**config.mk**
```make
export PLATFORM = sky130hd
export DESIGN_NAME = jtag_master
export DESIGN_NICKNAME = d
export VERILOG_FILES = /design/src/rtl/jtag_pkg.sv /design/src/rtl/jtag_tck_gen.sv /design/src/rtl/jtag_master.sv
export SDC_FILE = /design/constraint.sdc
export NUM_CORES = 1
export LEC_CHECK = 0
export CAP_MARGIN = 0
export CORE_UTILIZATION = 54
export DETAILED_ROUTE_END_ITERATION = 10
export PLACE_DENSITY = 0.87
export SLEW_MARGIN = 20
export SYNTH_ARGS = -nofsm -noshare
export SYNTH_HDL_FRONTEND = slang
export SYNTH_HIERARCHICAL = 1
export SYNTH_SLANG_ARGS = --single-unit
```
**constraint.sdc**
```tcl
create_clock -name clk -period 2.6 [get_ports clk]
set_clock_uncertainty 0.15 [all_clocks]
set_input_delay 0.52 -clock clk [delete_from_list [all_inputs] [get_ports clk]]
set_output_delay 0.52 -clock clk [all_outputs]
set_load 0.05 [all_outputs]
```
**src/rtl/jtag_pkg.sv**
```systemverilog
// Shared JTAG definitions: command/state encodings, TAP constants, target opcodes.
package jtag_pkg;

  typedef enum logic [1:0] {
    CMD_RESET = 2'd0,
    CMD_IR    = 2'd1,
    CMD_DR    = 2'd2
  } jtag_cmd_e;

  // Target TAP state as tracked by the master; ST_RESET_SEQ covers the TMS=1 run
  typedef enum logic [3:0] {
    ST_TLR,
    ST_IDLE,
    ST_SEL_DR,
    ST_SEL_IR,
    ST_CAPTURE,
    ST_SHIFT,
    ST_EXIT1,
    ST_UPDATE,
    ST_RESET_SEQ
  } jtag_mst_state_e;

  localparam int JTAG_TLR_TMS_CNT  = 5;
  localparam int JTAG_TRST_TCK_CNT = 2;

  localparam int IR_LEN = 4;
  localparam logic [IR_LEN-1:0] IR_EXTEST = 4'h0;
  localparam logic [IR_LEN-1:0] IR_IDCODE = 4'h1;
  localparam logic [IR_LEN-1:0] IR_SAMPLE = 4'h2;
  localparam logic [IR_LEN-1:0] IR_BYPASS = 4'hF;
  localparam logic [31:0]       IDCODE_VALUE = 32'h4BA0_0477;

endpackage

```
**src/rtl/jtag_tck_gen.sv**
```systemverilog
// Free-running CLK_DIV divider. Strobes mark the clk on which tck would rise/fall;
// tck itself only toggles while en is high and idles low otherwise.
module jtag_tck_gen #(
  parameter int CLK_DIV = 4
) (
  input  logic clk,
  input  logic reset,
  input  logic en,
  output logic tck,
  output logic rise_stb,
  output logic fall_stb
);

  localparam int CW = (CLK_DIV > 1) ? $clog2(CLK_DIV) : 1;

  logic [CW-1:0] cnt;
  logic          ph;
  logic          wrap;

  assign wrap     = (cnt == CW'(CLK_DIV - 1));
  assign rise_stb = wrap & ~ph;
  assign fall_stb = wrap & ph;

  // Half-period counter, phase toggle and gated tck register
  always_ff @(posedge clk) begin
    if (reset) begin
      cnt <= '0;
      ph  <= 1'b0;
      tck <= 1'b0;
    end else begin
      cnt <= wrap ? '0 : cnt + 1'b1;
      if (wrap) ph <= ~ph;
      tck <= en & (wrap ? ~ph : ph);
    end
  end

endmodule

```
**src/rtl/jtag_master.sv**
```systemverilog
// Host-side JTAG driver: runs TAP reset / IR scan / DR scan commands and returns TDO.
// Optional JTAG_MASTER_TRST_EN: CMD_RESET pulses trst_n low for two TCKs first.
module jtag_master
  import jtag_pkg::*;
#(
  parameter int CLK_DIV = 4,
  parameter int MAX_LEN = 32,
  parameter int LEN_W   = $clog2(MAX_LEN + 1)
) (
  input  logic               clk,
  input  logic               reset,
  input  logic               cmd_valid,
  output logic               cmd_ready,
  input  jtag_cmd_e          cmd_type,
  input  logic [LEN_W-1:0]   cmd_len,
  input  logic [MAX_LEN-1:0] cmd_data,
  output logic               rsp_valid,
  output logic [MAX_LEN-1:0] rsp_data,
  output logic               tck,
  output logic               tms,
  output logic               tdi,
  output logic               trst_n,
  input  logic               tdo
);

  localparam int IDX_W = (MAX_LEN > 1) ? $clog2(MAX_LEN) : 1;
`ifdef JTAG_MASTER_TRST_EN
  localparam int RST_TCKS = JTAG_TRST_TCK_CNT + JTAG_TLR_TMS_CNT;
`else
  localparam int RST_TCKS = JTAG_TLR_TMS_CNT;
`endif

  jtag_mst_state_e    state, state_nxt;
  jtag_cmd_e          typ;
  logic [LEN_W-1:0]   len, len_clamp, bit_cnt;
  logic [MAX_LEN-1:0] data, cap;
  logic [2:0]         rst_cnt;
  logic               busy, run, done;
  logic               accept, rise, fall;
  logic               tms_nxt, tdi_nxt;

  assign accept    = cmd_valid & cmd_ready;
  assign len_clamp = (cmd_len == '0)                  ? LEN_W'(1) :
                     (cmd_len > LEN_W'(MAX_LEN))      ? LEN_W'(MAX_LEN) : cmd_len;

  // run gates tck so the first edge seen by the target is a rise after tms is set up
  jtag_tck_gen #(.CLK_DIV(CLK_DIV)) u_tck (
    .clk      (clk),
    .reset    (reset),
    .en       (run),
    .tck      (tck),
    .rise_stb (rise),
    .fall_stb (fall)
  );

  // Tracked TAP state advances on the rise strobe, like the target's TAP
  always_ff @(posedge clk) begin
    if (reset)             state <= ST_TLR;
    else if (run && rise)  state <= state_nxt;
  end

  // Pin values for the coming TCK and the TAP transition taken on its rise
  always_comb begin
    tms_nxt   = tms;
    tdi_nxt   = 1'b0;
    state_nxt = state;
    if (typ == CMD_RESET) begin
      tms_nxt   = 1'b1;
      state_nxt = (rst_cnt == 3'(RST_TCKS - 1)) ? ST_TLR : ST_RESET_SEQ;
    end else begin
      case (state)
        ST_TLR:     begin tms_nxt = 1'b0;              state_nxt = tms ? ST_TLR    : ST_IDLE;    end
        ST_IDLE:    begin tms_nxt = 1'b1;              state_nxt = tms ? ST_SEL_DR : ST_IDLE;    end
        ST_SEL_DR:  begin tms_nxt = (typ == CMD_IR);   state_nxt = tms ? ST_SEL_IR : ST_CAPTURE; end
        ST_SEL_IR:  begin tms_nxt = 1'b0;              state_nxt = tms ? ST_TLR    : ST_CAPTURE; end
        ST_CAPTURE: begin tms_nxt = 1'b0;              state_nxt = tms ? ST_EXIT1  : ST_SHIFT;   end
        ST_SHIFT: begin
          tms_nxt   = (bit_cnt == len - 1'b1);
          tdi_nxt   = data[bit_cnt[IDX_W-1:0]];
          state_nxt = tms ? ST_EXIT1 : ST_SHIFT;
        end
        ST_EXIT1:   begin tms_nxt = 1'b1;              state_nxt = ST_UPDATE;                    end
        ST_UPDATE:  begin tms_nxt = 1'b0;              state_nxt = tms ? ST_SEL_DR : ST_IDLE;    end
        default:    begin tms_nxt = 1'b1;              state_nxt = ST_TLR;                       end
      endcase
    end
  end

  // Command capture, pin updates on fall, TDO capture on rise, completion pulse
  always_ff @(posedge clk) begin
    if (reset) begin
      busy      <= 1'b0;
      run       <= 1'b0;
      done      <= 1'b0;
      typ       <= CMD_RESET;
      len       <= '0;
      data      <= '0;
      cap       <= '0;
      bit_cnt   <= '0;
      rst_cnt   <= '0;
      tms       <= 1'b1;
      tdi       <= 1'b0;
      cmd_ready <= 1'b0;
      rsp_valid <= 1'b0;
      rsp_data  <= '0;
    end else begin
      rsp_valid <= 1'b0;
      cmd_ready <= ~(busy | accept);
      if (accept) begin
        busy    <= 1'b1;
        done    <= 1'b0;
        typ     <= cmd_type;
        len     <= len_clamp;
        data    <= cmd_data;
        cap     <= '0;
        bit_cnt <= '0;
        rst_cnt <= '0;
      end
      if (busy && fall) begin
        if (done) begin
          busy      <= 1'b0;
          run       <= 1'b0;
          tdi       <= 1'b0;
          rsp_valid <= 1'b1;
          rsp_data  <= cap;
        end else begin
          run <= 1'b1;
          tms <= tms_nxt;
          tdi <= tdi_nxt;
        end
      end
      if (run && rise) begin
        if (state == ST_SHIFT) begin
          cap[bit_cnt[IDX_W-1:0]] <= tdo;
          bit_cnt                 <= bit_cnt + 1'b1;
        end
        if (typ == CMD_RESET) rst_cnt <= rst_cnt + 1'b1;
        done <= (typ == CMD_RESET) ? (rst_cnt == 3'(RST_TCKS - 1)) : (state == ST_UPDATE);
      end
    end
  end

`ifdef JTAG_MASTER_TRST_EN
  // trst_n low for the first two TCKs of a reset command, changing with tms
  always_ff @(posedge clk) begin
    if (reset)
      trst_n <= 1'b1;
    else if (busy && fall && !done)
      trst_n <= !(typ == CMD_RESET && rst_cnt < 3'(JTAG_TRST_TCK_CNT));
  end
`else
  assign trst_n = 1'b1;
`endif

endmodule

```
**Yosys cells after proc, flatten, opt, wreduce, memory -nomap -nowiden**

Index checks and enable logic that the tools add are counted.
W data, S select, Z words.

- Flip-flop bits (word level): 128
- Output and inout port bits: 38

- Add/subtract/negate cells: 4
- Bitwise gates (word level): 9
- Reductions and logical operators: 14
- $lt $le $gt $ge: 3
- Equal/unequal tests: 11
- Muxes and demuxes: 39

Operators by type and width:

| operator | count |
|---|---|
| $mux W32 | 4 |
| $bwmux W32 | 1 |
| $mux W6 | 5 |
| $pmux W3 S6 | 1 |
| $eq A4 B3 Y1 const B | 4 |
| $mux W1 | 16 |
| $mux W3 | 5 |
| $eq A4 B2 Y1 const B | 2 |
| $mux W4 | 2 |
| $reduce_or A2 Y1 | 4 |
| $add A6 B1 Y6 const B | 1 |
| $eq A6 B6 Y1 | 1 |
| $gt A6 B6 Y1 const B | 1 |
| $logic_not A6 Y1 | 1 |
| $lt A5 B6 Y1 const B | 1 |
| $sub A6 B1 Y6 const B | 1 |
| $bmux W1 S5 | 1 |
| $demux W1 S5 | 1 |
| $ge A5 B1 Y1 const B | 1 |
| $and A1 B1 Y1 | 4 |
| $eq A4 B1 Y1 const B | 1 |
| $logic_not A4 Y1 | 1 |
| $mux W2 | 2 |
| $not A1 Y1 | 4 |
| 12 further kinds | 15 |

**Logic depth before layout (Yosys ltp)**

- Depth after elaboration: 7
- Mapped depth: 8
- Gate-level depth less buffers: 7

**Cells and area by module**

The synthesis kept the hierarchy.

Modules (own cells, without submodules):

| module | area an instance (um^2) | instances | cells an instance |
|---|---|---|---|
| jtag_master | 5,293.8 | 1 | 605 |
| jtag_tck_gen | 145.1 | 1 | 12 |

**Worst setup path before layout**

No wires, ideal clock.

- Path type: reg2reg
- Start point: reg u_tck.cnt[0]
- End point: reg rsp_data[10]
- Slack: 0.799 ns
- Arrival time: 1.591 ns
- Path buffers: 1
- Required time: 2.390 ns
- Stages on the path, launching flop included: 6
- Cells stage by stage: dfxtp_1 -> ha_1 -> ha_1 -> a31oi_1 -> clkbuf_1 -> a22o_1

- Longest elaborated chain between the ends: 4

Ends and longest elaborated chain:

| what | RTL line | RTL |
|---|---|---|
| start: declaration | jtag_tck_gen.sv:16 | `logic [CW-1:0] cnt;` |
| start signal: assignment | jtag_tck_gen.sv:31 | `cnt <= wrap ? '0 : cnt + 1'b1;` |
| $eq A2 B2 Y1 | jtag_tck_gen.sv:20 | `assign wrap = (cnt == CW'(CLK_DIV - 1));` |
| $and A1 B1 Y1 | jtag_tck_gen.sv:22 | `assign fall_stb = wrap & ph;` |
| named net fall | jtag_master.sv:39 | `logic accept, rise, fall;` |
| $logic_and A1 B1 Y1 | jtag_master.sv:119 | `if (busy && fall) begin` |
| $reduce_and A2 Y1 (no source line) | -- |  |
| end signal: assignment | jtag_master.sv:125 | `rsp_data <= cap;` |
| end: declaration | jtag_master.sv:18 | `output logic [MAX_LEN-1:0] rsp_data,` |

The timed path passes the listed nets, and every way through them passes these cells.
A chain may end at the register's enable or synchronous reset.

**Final worst setup path**

- Start point: reg tms
- End point: out tms

RTL lines:

| what | RTL line | RTL |
|---|---|---|
| start: declaration | jtag_master.sv:20 | `output logic tms,` |
| start signal: assignment | jtag_master.sv:128 | `tms <= tms_nxt;` |

No word-level cell between the ends.

==> impl_results.md <==
- Clock latency on the worst-skew pair: 530 ps
- Cell depth of the worst hold path: 2
- Pwr per Cell Area: ~670 nW/µm²
- Ys Warns: 6
- Sw frac: 24.1%
- Total gr overflow: 0
- Clock share of power: between 50% and 60%
- Syn Inst Count: 617
- Fin Setup TNS: 0 ps
- Tmin final: 2500 ps
- Primary FF master, synth: dfxtp_1
- Leakage: 2.36 nW
- IO Pins: 82
- CTS tree: done
- #FFs+latches synth: 128
- Share of layout cells above drive strength 1: under 10%
- Top delay family on crit path: buffers and inverters
- Worst Setup End Kind: output pin
- Largest area contributor in the netlist: dfxtp_1
- Maximum clock rate: between 0.4 and 0.5 GHz
- Syn Area/Cell: just under 9 µm²
- HP Start: reset
- Final Slew Violations: 0
- Status: completed
- Die area: 10500 µm²
- Synth async-reset ratio: 0%
- Overall power: 4.62 mW
- Peak supply drop: 0.358 mV
- Design Area, Final: 6910 µm²
- Power Internal: 3.51 mW
- Largest cells by area after synthesis: dfxtp_1 (47%), nand2_1 (7.0%), a21oi_1 (6.9%), a22o_1 (5.3%), o211ai_1 (2.5%)
- Avg Vias per Cell: between 5 and 6
- ANT nets after route: 0
- Diode count: 0
- Final hold slack: 243 ps
- Logic gate share of total power: under 10%
- Synth top area share: between 40 and 50%
- CP Buf/Inv Count: 1
- Psw: 1.11 mW
- RR Startpoint: u_tck/cnt[0]
- CP max FO: 6
- Critical path's slowest cell: clkdlybuf4s50_1
- I/O Buffers: 80
- Overall Global Routing Usage: 27.6%
- Num CTS Buffers: 17
- Filler cells: 729
- Max Cap Viol: 0
- Post-synthesis sequential area ratio: ~47%
- Netlist cell types: 58
- Core Region: about 9800 µm²
- Initial antenna violation count: 0
- Largest net degree at the start of global routing: 42
- Postcts setup bufs: 0
- First-pass GRT wire length: between 20 and 25 mm
- R2r setup slk: 240 ps
- Post-route worst setup slack: 104 ps
- CTS clk-pin slew, worst paths: 60 ps
- Nets: 739
- P&R area growth vs syn: 27.1%
- Mapped Nets: 671
- CTS Hold Buffers Added: 0
- Starting density of the core: approximately 56%
- Routed via count: 4933
- Crit path launch: tms
- Count of clock tree sinks: around 130
- Crit-path max cell delay: 850 ps
- Clock Tree Buf Depth: 2
- HPWL Detailed: a little under 9 mm
- Critical Path RT: 1930 ps
- Hold Crit Class: in2reg
- Placed cell count: 799
- DRT iter0 DRCs: 414
- Crit-path cells: clkdlybuf4s50_1
- Final worst-path cycle share: ~96%
- Routed WL per cell: ~17 µm
- Final setup viols: 0
- Width of the die: 102 µm
- Chip Height: 102 µm
- Util after Layout: a little over two thirds
- Worst Hold Path EP: u_tck/ph
- Root Driver: clkbuf_8
- Non-filler cells, final: 831
- Post_cts resized: 0
- Number of global-route vias before repair: 4627
- Worst r2r path cells: 8
- Post-Syn Area: 5440 µm²
- Relative slew slack: 65.4%
- Fin. Hold Viols: 0
- DRT Pass-1 Iters: 5
- Critical Path Source Type: register
- Worst-margin pin slew: between 500 and 600 ps
- Gpl congestion: approximately 0.84
- DRC Markers: 0
- Flop pwr share: 43.8%
- Place WS: 341 ps
- Drt total wl: 13.7 mm
- Post-synth EDFFs: 0
- Row count: 36
- Placed cell areas: 6320 µm²
- Worst EP arrival: 1830 ps
- Crit Path Class: reg2out
- H-Tree Depth: 4
- R2R Path End: cap[6]
- RSZ-0062 raised after global routing: no
-- per-layer routing --
layer	up-vias	global-route usage (%)	part of all wire (%)	wire length, µm
met5	-	0	0	0
met4	0	12.4	3.0	412
met3	48	5.61	7.2	988
met2	251	45.4	48	6630
met1	2276	34.9	42	5710
li1	2358	-	-	-
-- cell usage in the layout, fill, tap and decap left out, drive strengths merged, types with 12 or more instances in the layout --
cell           netlist  layout
dfxtp              128     128
nand2              101     101
clkdlybuf4s50        0      79
a21oi               75      75
a22o                33      33
nor2                31      31
nand3               26      26
buf                 20      19
o211ai              18      18
nor3                18      18
clkbuf              29      17
inv                  8      16
nand4               12      12
-- cell type report --
class	instances	area, µm²	share of cell area (%)
Inverter	8	30.0	0.434
Tap cell	133	166	2.41
Sequential cell	128	2560	37.1
Timing Repair Buffer	98	931	13.5
Clock inverter	15	173	2.50
Clock buffer	17	414	5.99
Multi-Input combinational cell	432	2640	38.1
-- flip-flops by register name, summed over array words and instances (netlist names) --
| register | cells |
|---|---|
| u_tck/cnt | 2 |
| busy | 1 |
| u_tck/tck | 1 |
| u_tck/ph | 1 |
| rsp_data | 32 |
| typ | 2 |
| rsp_valid | 1 |
| cmd_ready | 1 |
| tdi | 1 |
| bit_cnt | 6 |
| state | 4 |
| cap | 32 |
| done | 1 |
| tms | 1 |
| len | 6 |
| data | 32 |
| rst_cnt | 3 |
| run | 1 |
-- cells in the mapped netlist (9+ instances only) --
cell type  instances
mux2i_1           10
ha_1              10
nor2_1            30
a22o_1            33
nand3_1           26
dfxtp_1          128
a31oi_1            9
a21oi_1           75
nor3_1            17
nand4_1           12
clkbuf_1          29
o211ai_1          18
nand2_1          101
nand3b_1          10
-- power by group through the flow --
stage	logic [mW]	registers [mW]	clock network, mW
2_1_floorplan	0.137	2.06	0
3_3_place_gp	0.237	2.06	0
3_5_place_dp	0.246	2.06	0
4_1_cts	0.250	2.02	2.35
5_1_grt	0.273	2.02	2.46
6_report	0.250	2.02	2.35
-- logic make-up after synthesis --
kind of cell | after synthesis | synth area share, %
xor gates and xnor gates | 9 | 1.45
and+or+nand+nor | 231 | 20.7
adders and majority gates | 10 | 2.30
muxes | 14 | 3.29
AOI/OAI and AO/OA | 167 | 20.4
DFF | 128 | 47.1
buffers and inverters | 57 | 4.72
other | 1 | 0.0689
-- how the worst max path moves through the flow --
| stage | slack, ps | cells after the start | endpoint |
|---|---|---|---|
| 6_report | 100 | 1 | tms |
| 5_1_grt | 60 | 1 | tms |
| 4_1_cts | 100 | 1 | tms |
| 3_5_place_dp | 340 | 8 | cap[6] |
| 3_3_place_gp | 470 | 8 | cap[4] |
| 2_1_floorplan | 800 | 5 | rsp_data[10] |
No activity file was read; power rests on OpenSTA's default activity.
